### src/rtl/atm_pkg.sv
// Shared ATM definitions: opcodes, FSM encoding, flag bundle and account-table reset image.
// Latency: n/a (types, constants and pure functions only).
// Backpressure: n/a.
package atm_pkg;

  localparam int NUM_ACCTS = 4;
  localparam int IDX_W     = 2;

  typedef logic [16:0]      acct_t;
  typedef logic [16:0]      pin_t;
  typedef logic [14:0]      amount_t;
  typedef logic [IDX_W-1:0] idx_t;

  localparam logic [2:0] OP_BALANCE    = 3'b001;
  localparam logic [2:0] OP_WITHDRAW   = 3'b010;
  localparam logic [2:0] OP_DEPOSIT    = 3'b011;
  localparam logic [2:0] OP_TRANSFER   = 3'b100;
  localparam logic [2:0] OP_CHANGE_PIN = 3'b101;

  typedef enum logic [2:0] {
    ST_IDLE,
    ST_AUTH,
    ST_MENU,
    ST_EXEC,
    ST_DONE,
    ST_ANOTHER
  } state_t;

  // One bit per status output; at most one is set in any cycle.
  typedef struct packed {
    logic transfer;
    logic finished;
    logic balance;
    logic deposit;
    logic withdraw;
    logic pin;
    logic receipt;
  } flags_t;

  // Account numbers are fixed; only PINs and balances are writable.
  function automatic acct_t init_account(input idx_t idx);
    case (idx)
      2'd0:    return 17'h0C5AA;
      2'd1:    return 17'h0705C;
      2'd2:    return 17'h004D2;
      default: return 17'h09ABC;
    endcase
  endfunction

  function automatic pin_t init_pin(input idx_t idx);
    case (idx)
      2'd0:    return 17'h01F5E;
      2'd1:    return 17'h00F0F;
      2'd2:    return 17'h02468;
      default: return 17'h01357;
    endcase
  endfunction

  function automatic amount_t init_balance(input idx_t idx);
    case (idx)
      2'd0:    return 15'h0500;
      2'd1:    return 15'h0200;
      2'd2:    return 15'h0100;
      default: return 15'h7F00;
    endcase
  endfunction

  function automatic logic opcode_valid(input logic [2:0] op);
    return (op == OP_BALANCE) || (op == OP_WITHDRAW) || (op == OP_DEPOSIT) ||
           (op == OP_TRANSFER) || (op == OP_CHANGE_PIN);
  endfunction

endpackage

### src/rtl/atm_banking_system_if.sv
// Customer-facing ATM signal bundle: session controls, operands and status flags.
// Latency: n/a (wiring only).
// Backpressure: none; the controller samples inputs every clock.
interface atm_banking_system_if;
  logic        Card_in;
  logic        Timer;
  logic        money_counting;
  logic        another_transaction_bit;
  logic [2:0]  opcode;
  logic [16:0] password;
  logic [16:0] new_pin;
  logic        take_receipt;
  logic [16:0] ur_account;
  logic [16:0] Pers_Account_No;
  logic [14:0] withdraw_amount;
  logic [14:0] Transfer_Amount;
  logic [14:0] deposit_amount;

  logic Transfer_Successfully;
  logic ATM_Usage_Finished;
  logic Balance_Shown;
  logic Deposited_Successfully;
  logic Withdrew_Successfully;
  logic Pin_Changed_Successfully;
  logic Receipt_Printed;

  modport master (
    output Card_in, Timer, money_counting, another_transaction_bit, opcode,
           password, new_pin, take_receipt, ur_account, Pers_Account_No,
           withdraw_amount, Transfer_Amount, deposit_amount,
    input  Transfer_Successfully, ATM_Usage_Finished, Balance_Shown,
           Deposited_Successfully, Withdrew_Successfully, Pin_Changed_Successfully,
           Receipt_Printed
  );

  modport slave (
    input  Card_in, Timer, money_counting, another_transaction_bit, opcode,
           password, new_pin, take_receipt, ur_account, Pers_Account_No,
           withdraw_amount, Transfer_Amount, deposit_amount,
    output Transfer_Successfully, ATM_Usage_Finished, Balance_Shown,
           Deposited_Successfully, Withdrew_Successfully, Pin_Changed_Successfully,
           Receipt_Printed
  );
endinterface

### src/rtl/atm_account_lookup.sv
// Maps an account number to its table index and reports whether it exists.
// Latency: combinational.
// Backpressure: none.
module atm_account_lookup
  import atm_pkg::*;
(
  input  acct_t account,
  output idx_t  idx,
  output logic  hit
);

  // Compare against every fixed account number; numbers are unique so at most one matches.
  always_comb begin
    idx = '0;
    hit = 1'b0;
    for (int i = 0; i < NUM_ACCTS; i++) begin
      if (account == init_account(idx_t'(i))) begin
        idx = idx_t'(i);
        hit = 1'b1;
      end
    end
  end

endmodule

### src/rtl/atm_banking_system.sv
// ATM session controller: card/PIN authentication, one banking operation per pass, status flags.
// Latency: flags are registered; an operation's flag appears the cycle after its EXEC cycle.
// Backpressure: deposit holds in EXEC until money_counting; Timer or card removal aborts to IDLE.
module atm_banking_system
  import atm_pkg::*;
(
  input  logic                  clk,
  input  logic                  reset,
  atm_banking_system_if.slave   bus
);

  state_t      state_q, state_d;
  logic [1:0]  fail_cnt_q, fail_cnt_d;
  acct_t       acct_q, acct_d;
  logic [2:0]  op_q, op_d;
  logic        ok_q, ok_d;
  flags_t      flags_q, flags_d;
  amount_t     bal_q [NUM_ACCTS];
  amount_t     bal_d [NUM_ACCTS];
  pin_t        pin_q [NUM_ACCTS];
  pin_t        pin_d [NUM_ACCTS];

  idx_t        src_idx, dst_idx;
  logic        src_hit, dst_hit;
  logic        abort;
  logic [15:0] dep_sum, xfer_sum;

  atm_account_lookup u_src_lookup (
    .account (acct_q),
    .idx     (src_idx),
    .hit     (src_hit)
  );

  atm_account_lookup u_dst_lookup (
    .account (bus.Pers_Account_No),
    .idx     (dst_idx),
    .hit     (dst_hit)
  );

  // A 16-bit sum with bit 15 set means the new balance no longer fits in 15 bits.
  assign dep_sum  = {1'b0, bal_q[src_idx]} + {1'b0, bus.deposit_amount};
  assign xfer_sum = {1'b0, bal_q[dst_idx]} + {1'b0, bus.Transfer_Amount};
  assign abort    = (state_q != ST_IDLE) && (bus.Timer || !bus.Card_in);

  // Next-state, table-update and flag decode; abort overrides everything at the end.
  always_comb begin
    state_d    = state_q;
    fail_cnt_d = fail_cnt_q;
    acct_d     = acct_q;
    op_d       = op_q;
    ok_d       = ok_q;
    flags_d    = '0;
    for (int i = 0; i < NUM_ACCTS; i++) begin
      bal_d[i] = bal_q[i];
      pin_d[i] = pin_q[i];
    end

    case (state_q)
      ST_IDLE: begin
        if (bus.Card_in) begin
          acct_d  = bus.ur_account;
          state_d = ST_AUTH;
        end
      end
      ST_AUTH: begin
        if (!src_hit) begin
          state_d    = ST_IDLE;
          fail_cnt_d = '0;
        end else if (bus.password == pin_q[src_idx]) begin
          state_d    = ST_MENU;
          fail_cnt_d = '0;
        end else if (fail_cnt_q == 2'd2) begin
          state_d    = ST_IDLE;
          fail_cnt_d = '0;
        end else begin
          fail_cnt_d = fail_cnt_q + 2'd1;
        end
      end
      ST_MENU: begin
        if (opcode_valid(bus.opcode)) begin
          op_d    = bus.opcode;
          state_d = ST_EXEC;
        end
      end
      ST_EXEC: begin
        ok_d    = 1'b0;
        state_d = ST_DONE;
        case (op_q)
          OP_BALANCE: begin
            ok_d            = 1'b1;
            flags_d.balance = 1'b1;
          end
          OP_WITHDRAW: begin
            if (bus.withdraw_amount <= bal_q[src_idx]) begin
              bal_d[src_idx]   = bal_q[src_idx] - bus.withdraw_amount;
              ok_d             = 1'b1;
              flags_d.withdraw = 1'b1;
            end
          end
          OP_DEPOSIT: begin
            if (!bus.money_counting) begin
              state_d = ST_EXEC;
              ok_d    = ok_q;
            end else if (!dep_sum[15]) begin
              bal_d[src_idx]  = dep_sum[14:0];
              ok_d            = 1'b1;
              flags_d.deposit = 1'b1;
            end
          end
          OP_TRANSFER: begin
            if (dst_hit && (dst_idx != src_idx) &&
                (bus.Transfer_Amount <= bal_q[src_idx]) && !xfer_sum[15]) begin
              bal_d[src_idx]   = bal_q[src_idx] - bus.Transfer_Amount;
              bal_d[dst_idx]   = xfer_sum[14:0];
              ok_d             = 1'b1;
              flags_d.transfer = 1'b1;
            end
          end
          default: begin
            pin_d[src_idx] = bus.new_pin;
            ok_d           = 1'b1;
            flags_d.pin    = 1'b1;
          end
        endcase
      end
      ST_DONE: begin
        state_d         = ST_ANOTHER;
        flags_d.receipt = bus.take_receipt && ok_q;
      end
      ST_ANOTHER: begin
        if (bus.another_transaction_bit) begin
          state_d = ST_MENU;
        end else begin
          state_d          = ST_IDLE;
          flags_d.finished = 1'b1;
        end
      end
      default: state_d = ST_IDLE;
    endcase

    if (abort) begin
      state_d    = ST_IDLE;
      fail_cnt_d = '0;
      flags_d    = '0;
      for (int i = 0; i < NUM_ACCTS; i++) begin
        bal_d[i] = bal_q[i];
        pin_d[i] = pin_q[i];
      end
    end
  end

  // State, session registers, flags and account table; reset restores the factory table.
  always_ff @(posedge clk) begin
    if (!reset) begin
      state_q    <= ST_IDLE;
      fail_cnt_q <= '0;
      acct_q     <= '0;
      op_q       <= '0;
      ok_q       <= 1'b0;
      flags_q    <= '0;
      for (int i = 0; i < NUM_ACCTS; i++) begin
        bal_q[i] <= init_balance(idx_t'(i));
        pin_q[i] <= init_pin(idx_t'(i));
      end
    end else begin
      state_q    <= state_d;
      fail_cnt_q <= fail_cnt_d;
      acct_q     <= acct_d;
      op_q       <= op_d;
      ok_q       <= ok_d;
      flags_q    <= flags_d;
      for (int i = 0; i < NUM_ACCTS; i++) begin
        bal_q[i] <= bal_d[i];
        pin_q[i] <= pin_d[i];
      end
    end
  end

  assign bus.Transfer_Successfully    = flags_q.transfer;
  assign bus.ATM_Usage_Finished       = flags_q.finished;
  assign bus.Balance_Shown            = flags_q.balance;
  assign bus.Deposited_Successfully   = flags_q.deposit;
  assign bus.Withdrew_Successfully    = flags_q.withdraw;
  assign bus.Pin_Changed_Successfully = flags_q.pin;
  assign bus.Receipt_Printed          = flags_q.receipt;

endmodule

### src/flat_wrapper.sv
// flat-port wrapper written by rule: the top's interface ports become plain ports
module atm_banking_system_flat import atm_pkg::*;
  (clk, reset, bus_Card_in, bus_Timer, bus_money_counting, bus_another_transaction_bit, bus_opcode, bus_password, bus_new_pin, bus_take_receipt, bus_ur_account, bus_Pers_Account_No, bus_withdraw_amount, bus_Transfer_Amount, bus_deposit_amount, bus_Transfer_Successfully, bus_ATM_Usage_Finished, bus_Balance_Shown, bus_Deposited_Successfully, bus_Withdrew_Successfully, bus_Pin_Changed_Successfully, bus_Receipt_Printed);
  atm_banking_system_if bus_i ();
  input  logic clk;
  input  logic reset;
  input wire logic [$bits(bus_i.Card_in)-1:0] bus_Card_in;
  input wire logic [$bits(bus_i.Timer)-1:0] bus_Timer;
  input wire logic [$bits(bus_i.money_counting)-1:0] bus_money_counting;
  input wire logic [$bits(bus_i.another_transaction_bit)-1:0] bus_another_transaction_bit;
  input wire logic [$bits(bus_i.opcode)-1:0] bus_opcode;
  input wire logic [$bits(bus_i.password)-1:0] bus_password;
  input wire logic [$bits(bus_i.new_pin)-1:0] bus_new_pin;
  input wire logic [$bits(bus_i.take_receipt)-1:0] bus_take_receipt;
  input wire logic [$bits(bus_i.ur_account)-1:0] bus_ur_account;
  input wire logic [$bits(bus_i.Pers_Account_No)-1:0] bus_Pers_Account_No;
  input wire logic [$bits(bus_i.withdraw_amount)-1:0] bus_withdraw_amount;
  input wire logic [$bits(bus_i.Transfer_Amount)-1:0] bus_Transfer_Amount;
  input wire logic [$bits(bus_i.deposit_amount)-1:0] bus_deposit_amount;
  output wire logic [$bits(bus_i.Transfer_Successfully)-1:0] bus_Transfer_Successfully;
  output wire logic [$bits(bus_i.ATM_Usage_Finished)-1:0] bus_ATM_Usage_Finished;
  output wire logic [$bits(bus_i.Balance_Shown)-1:0] bus_Balance_Shown;
  output wire logic [$bits(bus_i.Deposited_Successfully)-1:0] bus_Deposited_Successfully;
  output wire logic [$bits(bus_i.Withdrew_Successfully)-1:0] bus_Withdrew_Successfully;
  output wire logic [$bits(bus_i.Pin_Changed_Successfully)-1:0] bus_Pin_Changed_Successfully;
  output wire logic [$bits(bus_i.Receipt_Printed)-1:0] bus_Receipt_Printed;
  assign bus_i.Card_in = bus_Card_in;
  assign bus_i.Timer = bus_Timer;
  assign bus_i.money_counting = bus_money_counting;
  assign bus_i.another_transaction_bit = bus_another_transaction_bit;
  assign bus_i.opcode = bus_opcode;
  assign bus_i.password = bus_password;
  assign bus_i.new_pin = bus_new_pin;
  assign bus_i.take_receipt = bus_take_receipt;
  assign bus_i.ur_account = bus_ur_account;
  assign bus_i.Pers_Account_No = bus_Pers_Account_No;
  assign bus_i.withdraw_amount = bus_withdraw_amount;
  assign bus_i.Transfer_Amount = bus_Transfer_Amount;
  assign bus_i.deposit_amount = bus_deposit_amount;
  assign bus_Transfer_Successfully = bus_i.Transfer_Successfully;
  assign bus_ATM_Usage_Finished = bus_i.ATM_Usage_Finished;
  assign bus_Balance_Shown = bus_i.Balance_Shown;
  assign bus_Deposited_Successfully = bus_i.Deposited_Successfully;
  assign bus_Withdrew_Successfully = bus_i.Withdrew_Successfully;
  assign bus_Pin_Changed_Successfully = bus_i.Pin_Changed_Successfully;
  assign bus_Receipt_Printed = bus_i.Receipt_Printed;
  atm_banking_system u_core (.clk(clk), .reset(reset), .bus(bus_i));
endmodule
### config.mk
export PLATFORM = sky130hd
export DESIGN_NAME = atm_banking_system_flat
export DESIGN_NICKNAME = d
export VERILOG_FILES = /design/src/rtl/atm_pkg.sv /design/src/rtl/atm_banking_system_if.sv /design/src/rtl/atm_account_lookup.sv /design/src/rtl/atm_banking_system.sv /design/src/flat_wrapper.sv
export SDC_FILE = /design/constraint.sdc
export NUM_CORES = 1
export LEC_CHECK = 0
export ABC_AREA = 0
export BUFFER_PORTS_ARGS = -buffer_cell sky130_fd_sc_hd__buf_4
export CELL_PAD_IN_SITES_DETAIL_PLACEMENT = 0
export CELL_PAD_IN_SITES_GLOBAL_PLACEMENT = 1
export CORE_AREA = 2 2 213 152
export CTS_BUF_LIST = sky130_fd_sc_hd__clkbuf_16
export CTS_CLUSTER_DIAMETER = 100
export DETAILED_ROUTE_END_ITERATION = 6
export DIE_AREA = 0 0 215 154
export GPL_TIMING_DRIVEN = 0
export PLACE_DENSITY_LB_ADDON = 0.1
export SLEW_MARGIN = 10
export SYNTH_ARGS = -nofsm -noshare
export SYNTH_HDL_FRONTEND = slang
export SYNTH_SLANG_ARGS = --single-unit
### constraint.sdc
create_clock -name clk -period 4.85 [get_ports clk]
set_input_delay 0.485 -clock clk [delete_from_list [all_inputs] [get_ports clk]]
set_output_delay 0.485 -clock clk [all_outputs]
set_load 0.02 [all_outputs]
==> results of run 1 <==
report_power, final:
| part | total [W] | internal (W) | switching (W) |
|---|---|---|---|
| combinational | 0.000706 | 0.000278 | 0.000428 |
| sequential | 0.00137 | 0.00135 | 0.0000233 |
| clock | 0.00133 | 0.000700 | 0.000627 |
| total | 0.00340 | 0.00232 | 0.00108 |
per-stage QoR:
step | hold WS (ps) | std cells | total power (W) | utilization [%] | setup WS (ps)
floorplan | 431 | 1724 | 0.00172 | - | 2.05
global placement | 438 | 2273 | 0.00197 | 44.4 | -2650
detailed placement | 445 | 2273 | 0.00198 | 44.4 | -2640
CTS | 211 | 2369 | 0.00334 | 52.3 | -84.0
global route | 204 | 2384 | 0.00350 | 54.3 | -237
finish | 209 | 2385 | 0.00340 | 54.3 | -171
cell families (layout without fill, tap and decap cells):
logic type                 Yosys count  count (layout)  synth area share, %
buffers and inverters              157             397                 5.21
DFF                                161             161                 26.3
and+or+nand+nor                    734             734                 27.3
muxes                                6               6                0.491
AOI/OAI and AO/OA                  556             556                 30.6
adders and majority gates           64              64                 6.79
other                                0               1                    0
xor gates and xnor gates            46              46                 3.29
path summary, 6_finish.rpt:
check	end	slack (ps)
max reg2reg	u_core.bal_q[1][1]	-170
min	u_core.bus.ATM_Usage_Finished	210
min reg2reg	u_core.pin_q[1][13]	460
max	u_core.bal_q[1][1]	-170
cell type report:
| cell class | instances | area share, % |
|---|---|---|
| multi-input combinational | 1406 | 58.0 |
| clock inverter | 15 | 0.700 |
| tap | 420 | 3.13 |
| clock buffer | 17 | 2.53 |
| sequential | 161 | 19.3 |
| antenna | 1 | 0.0149 |
| buffer | 84 | 3.66 |
| timing repair buffer | 224 | 11.4 |
| inverter | 57 | 1.27 |
state kept, by name, summed over array words and instances, names as in the netlist:
register,count
u_core.acct_q,17
u_core.bal_q,60
u_core.bus.ATM_Usage_Finished,1
u_core.bus.Balance_Shown,1
u_core.bus.Deposited_Successfully,1
u_core.bus.Pin_Changed_Successfully,1
u_core.bus.Receipt_Printed,1
u_core.bus.Transfer_Successfully,1
u_core.bus.Withdrew_Successfully,1
u_core.fail_cnt_q,2
u_core.ok_q,1
u_core.op_q,3
u_core.pin_q,68
u_core.state_q,3
metal layers:
| layer | GRT usage [%] | vias to the layer above | part of all wire, % |
|---|---|---|---|
| met1 | 54.8 | 7260 | 46 |
| met3 | 9.16 | 156 | 12 |
| met5 | 0 | - | 0 |
| met4 | 12.0 | 0 | 3.1 |
| met2 | 49.7 | 980 | 40 |
| li1 | - | 6761 | - |
critical path, cell delays in order, from the launching register on:
cell and delay, ps:
dfxtp_2 340, or4b_4 540, or2_4 290, or3_4 500, nand2_8 110, buf_12 150
buf_12 120, o221ai_4 120, nor2_4 230, ha_4 280, o21a_1 210, o31ai_4 100
a211oi_4 150, o31a_1 390, o31ai_4 280, buf_12 160, o21ai_2 50, and3_4 180
buf_12 130, a21oi_4 260, clkbuf_16 220, a22o_1 130
layout by cell type, fill, tap and decap left out, types with 10 or more instances in the layout:
cell type,netlist,layout
a211oi_1,14,12
a21o_1,16,15
a21oi_1,161,142
a21oi_2,1,10
a21oi_4,3,13
a222oi_1,18,18
a22o_1,20,19
a22oi_1,20,18
a31oi_1,11,11
and2_1,11,10
and3_1,24,21
buf_12,0,15
buf_4,3,205
buf_6,3,15
clkbuf_1,71,45
clkbuf_16,0,22
dfxtp_1,161,155
ha_1,60,33
ha_4,0,22
inv_1,56,58
nand2_1,325,319
nand2b_1,12,12
nand3_1,65,61
nor2_1,166,149
nor2b_1,19,16
nor3_1,39,35
o211ai_1,32,32
o21a_1,22,19
o21ai_0,90,81
o22ai_1,33,30
o2bb2ai_2,0,12
xnor2_1,25,23
xor2_1,21,16
timing repair:
action	CTS	global route
endpoints found under the setup margin	64	61
cloned	2	1
buffers inserted	72	22
pin swaps	54	65
gates resized for setup	279	99
==> results.md, run 1 <==
- Core area: 30,900 sq um
- Async set-reset flop share out of synthesis: 0%
- WHS Path Cells: 2
- Final worst path period share: 104%
- Skew-Pair Late Insertion Delay: 470 ps
- Fin. max-slew vios: 0
- Clk slew on worst S/H paths: 70 ps
- PnR worst setup slack: -171 ps
- Post-synth EDFFs: 0
- Hold Vio Cnt, Final: 0
- First-pass GRT wire length: 89,600 um
- Final instance area: 16,800 sq um
- Chip Height: 154 um
- Post-route antenna net violation count: 0
- GRT overflow: 0
- Post-route minimum period: 5020 ps
- Yosys top cell by area: dfxtp_1
- Post-synth cell types: 84
- Commonest cells in the netlist: 325 x nand2_1, 166 x nor2_1, 161 x a21oi_1, 161 x dfxtp_1, 90 x o21ai_0
- Synth Instances: 1,724
- DRC Markers: 0
- TritonCTS Sinks: 161
- Mapped Avg Cell Area: 7.10 sq um
- Final setup vio count: 51
- Wire per inst: 26.3 um
- Slew @ Worst Pin: 1160 ps
- Port-buffer cells: 129
- MaxCap Viol Count: 0
- FF+latch area: 3240 sq um
- RSZ-0062 raised after global routing: true
- Nets@finish: 2,138
- H-tree depth: 4
- PwrDens: 203 nW/um^2
- Gp weighted congestion: 0.989
- Routed vias/inst: 6.36
- Peak Freq: 199 MHz
- Hold Startpoint: bus_another_transaction_bit
- Synthesized area: 12,200 sq um
- Worst min-delay path category: in -> reg
- Hold Buf Count CTS: 0
- Total CTS buffers: 17
- Failing checks: negative setup slack
- Yosys top cell area share: 26.3%
- Die Span X: 215 um
- Via count: 15.2k
- Post-DP Area: 13,700 sq um
- Synth area leaders: dfxtp_1 26%, nand2_1 10%, a21oi_1 6.6%
- DRT Wirelength: 62,700 um
- Run status: finished, violations left
- Largest net degree at the start of global routing: 20
- CP arrival: 5440 ps
- Syn. warnings: 0
- Top-level I/O count: 130
- Clk_skew: 12.1 ps
- Hpwl dp: 45,600 um
- TritonRoute pass-1 iters: 7
- Clock Tree Buf Depth: 2
- Critical Path RT: 5270 ps
- Starting Density: 39.5%
- CTS tree: yes
- Final setup TNS: -4310 ps
- Filler Cells Inserted: 3,042
- Slew margin rel.: 22.5%
- Crit Path Max Fanout: 7
- Seq cells post-synth: 161
- CTS root buf: clkbuf_16
- Gr usage total: 36.4%
- Setup CP Type: reg -> reg
- Worst Reg-to-Reg Cells: 21
- Syn Nets: 1,911
- Startpoint types: flop
- Worst VDD drop: 0.000210 V
- Nature of the critical path endpoint: flop
- Iteration-0 DRC count of the detailed router: 2,113
- Area of the multi-input gates: 9750 sq um
- Share of layout cells above drive strength 1: 24.8%
- Initial antenna violation count: 0
- Area Overhead vs Synth: 37.3%
- Die ar.: 33,100 sq um
- Vias in the first global route: 13.7k
- Seq/Total Area, Yosys: 26.3%
- Ys flop type: dfxtp_1
- Site Rows: 54
- Crit path from: u_core.acct_q[9]
- Pleak: 6.63 nW
- Reg-to-reg startpoint: u_core.acct_q[9]
- Most common cell in the synthesized netlist: nand2_1
Note: power is estimated with default switching activity, not from simulation.
==> run 2, diff against run 1 <==
Settings changed: CORE_AREA 2 2 213 152 to 2 2 170 189, DIE_AREA 0 0 215 154 to 0 0 172 191.
==> run 2 against run 1 <==
Against the previous run:
- the flow still finishes with violations (negative setup slack)
- utilization rose by 0.50 points
- via count is 1.4% lower
- combinational power decreased by 1%
- global-route usage decreased by 0.45 points
- clock skew about the same
- flip-flop and latch count stayed put
- critical endpoint is now u_core.bal_q[1][0]
==> results.md, run 2 (synthesis gave the netlist of run 1 again) <==
- Run status: finished, violations left (unchanged)
- Failing checks: negative setup slack (unchanged)
- Largest net degree at the start of global routing: 20 (unchanged)
- Share of layout cells above drive strength 1: 26.2% (was 24.8%)
- CP arrival: 5350 ps (was 5440 ps)
- Site Rows: 68 (was 54)
- Reg-to-reg startpoint: u_core.acct_q[5] (was u_core.acct_q[9])
- Clock Tree Buf Depth: 2 (unchanged)
- Max incr delay on CP: 530 ps (was 540 ps)
- MaxCap Viol Count: 0 (unchanged)
- CP top delay family: simple AND/OR/NAND/NOR gates (unchanged)
- CTS tree: yes (unchanged)
- Worst VDD drop: 0.000245 V (was 0.000210 V)
- Die ar.: 32,900 sq um (was 33,100 sq um)
- Pleak: 6.70 nW (was 6.63 nW)
- Final setup vio count: 15 (was 51)
- Die Span X: 172 um (was 215 um)
- Peak Freq: 202 MHz (was 199 MHz)
- H-tree depth: 4 (unchanged)
- Hold Startpoint: bus_another_transaction_bit (unchanged)
- Skew-Pair Late Insertion Delay: 450 ps (was 470 ps)
- Commonest non-fill, non-tap cells in the layout: 315 x nand2_1, 215 x buf_4, 156 x dfxtp_1 (was 319 x nand2_1, 205 x buf_4, 155 x dfxtp_1)
- Nets@finish: 2,153 (was 2,138)
- Top-level I/O count: 130 (unchanged)
- Post-route minimum period: 4950 ps (was 5020 ps)
- TritonRoute pass-1 iters: 6 (was 7)
- Worst Reg-to-Reg Cells: 22 (was 21)
- PnR worst setup slack: -100 ps (was -171 ps)
- Final instance area: 17,000 sq um (was 16,800 sq um)
- FF+latch area: 3230 sq um (was 3240 sq um)
- Hold Slack: 211 ps (was 209 ps)
- Chip Height: 191 um (was 154 um)
- GRT overflow: 0 (unchanged)
- Routed vias/inst: 6.23 (was 6.36)
- Final worst path period share: 102% (was 104%)
- Core area: 31,000 sq um (was 30,900 sq um)
- DRT Wirelength: 60,700 um (was 62,700 um)
- Total CTS buffers: 17 (unchanged)
- DRC Markers: 0 (unchanged)
- Area of the multi-input gates: 9790 sq um (was 9750 sq um)
- Starting Density: 39.5% (about the same)
- Slew @ Worst Pin: 1280 ps (was 1160 ps)
- Nature of the critical path endpoint: flop (unchanged)
- Hold Vio Cnt, Final: 0 (unchanged)
- Clk slew on worst S/H paths: 70 ps (about the same)
- Vias in the first global route: 14.3k (was 13.7k)
- Gp weighted congestion: 0.964 (was 0.989)
- Commonest non-fill, non-tap cell in the layout: nand2_1 (unchanged)
- Crit Path Max Fanout: 7 (unchanged)
- Reg2reg end: u_core.bal_q[1][0] (was u_core.bal_q[1][1])
- Post-DP Area: 13,700 sq um (unchanged)
- CTS root buf: clkbuf_16 (unchanged)
- RSZ-0062 raised after global routing: true (unchanged)
- First-pass GRT wire length: 87,200 um (was 89,600 um)
- Finished Layout Cells: 2,399 (was 2,385)
- Gr usage total: 36.0% (was 36.4%)
- Initial antenna violation count: 0 (unchanged)
- Ant diodes: 0 (was 1)
- WHS Path Cells: 2 (unchanged)
- TritonCTS Sinks: 161 (unchanged)
- R2R Setup Slk: -100 ps (was -170 ps)
- Slew margin rel.: 14.1% (was 22.5%)
- PwrDens: 210 nW/um^2 (was 203 nW/um^2)
- Worst min-delay path category: in -> reg (unchanged)
- Area Overhead vs Synth: 38.6% (was 37.3%)
- Fin. max-slew vios: 0 (unchanged)
- Buffers & Inverters on Critical Path: 6 (was 5)
- Setup CP Type: reg -> reg (unchanged)
- Hpwl dp: 43,600 um (was 45,600 um)
- Largest Register: u_core.pin_q (unchanged)
- Startpoint types: flop (unchanged)
- Power Total: 0.00356 W (was 0.00340 W)
- Final setup TNS: -772 ps (was -4310 ps)
- Via count: 14.9k (was 15.2k)
- Top flop regs: u_core.pin_q x68, u_core.bal_q x60, u_core.acct_q x17 (unchanged)
- Critical Path RT: 5250 ps (was 5270 ps)
- CP Cell Sequence: or4b_4, or2_4, buf_6, or3_4, clkbuf_16, buf_6, nand2_2, nand2_1, o221ai_2, nor2_4, ha_4, o31ai_4, a211oi_4, o31a_1, o31ai_4, buf_12, o21ai_2, and3_4, buf_8, a21oi_4, clkbuf_16, a22o_1 (was or4b_4, or2_4, or3_4, nand2_8, buf_12, buf_12, o221ai_4, nor2_4, ha_4, o21a_1, o31ai_4, a211oi_4, o31a_1, o31ai_4, buf_12, o21ai_2, and3_4, buf_12, a21oi_4, clkbuf_16, a22o_1)
- Hold Buf Count CTS: 0 (unchanged)
- Clk_skew: 12.0 ps (was 12.1 ps)
- Slowest-stage cell, CP: or4b_4 (unchanged)
- Iteration-0 DRC count of the detailed router: 1,632 (was 2,113)
- Hold EP: u_core.bus.ATM_Usage_Finished (unchanged)
- Wire per inst: 25.3 um (was 26.3 um)
- Filler Cells Inserted: 3,069 (was 3,042)
- Max reg flops: 68 (unchanged)
- Port-buffer cells: 129 (unchanged)
- Placed insts: 2,273 (unchanged)
- Post-route antenna net violation count: 0 (unchanged)
## run 2: stage by stage
| step | util [%] | setup WS [ps] |
|---|---|---|
| detailed placement | 44.4 | -2450 |
| global route | 54.8 | -178 |
| global placement | 44.4 | -2460 |
| CTS | 51.6 | -61.0 |
| floorplan | - | 2.05 |
| finish | 54.8 | -100 |
## run 2: repair_timing
| action | CTS | global route |
|---|---|---|
| buffers inserted | 58 | 49 |
| gates cloned | 2 | 1 |
| resized for setup | 247 | 136 |
| endpoints found under the setup margin | 64 | 60 |
| pin swaps | 45 | 75 |
| hold endpoints to repair | 0 | 0 |
## run 2: how the worst max path moves through the flow
stage	start	to	slack, ps	cells past startpoint
6_report	u_core.acct_q[5]	u_core.bal_q[1][0]	-100	22
5_1_grt	u_core.acct_q[5]	u_core.bal_q[1][6]	-180	19
4_1_cts	u_core.acct_q[16]	u_core.bal_q[1][0]	-60	19
3_5_place_dp	u_core.acct_q[3]	u_core.bal_q[1][1]	-2450	21
3_3_place_gp	u_core.acct_q[3]	u_core.bal_q[1][0]	-2460	21
2_1_floorplan	u_core.acct_q[5]	u_core.bal_q[2][8]	2	21
## run 2: final cells by class
cell class	count	share of cell area (%)
buffer	86	3.75
multi-input combinational	1407	57.7
sequential	161	19.0
timing repair buffer	236	11.5
tap	420	3.10
inverter	57	1.26
clock inverter	15	1.17
clock buffer	17	2.51
## run 2: per-layer routing
metal / track usage (%) / vias to the layer above / share of wire (%)
met3: 5.84 / 231 / 7.9
met5: 0 / - / 0
met4: 24.0 / 0 / 7.3
li1: - / 6784 / -
met2: 60.0 / 808 / 47
met1: 42.3 / 7115 / 38
## run 2: report_power, final
part           leakage (nW)  switching [W]  internal [W]
clock network         0.305       0.000661      0.000830
registers              1.30      0.0000225       0.00134
logic                  5.09       0.000417      0.000280
total                  6.70        0.00110       0.00246
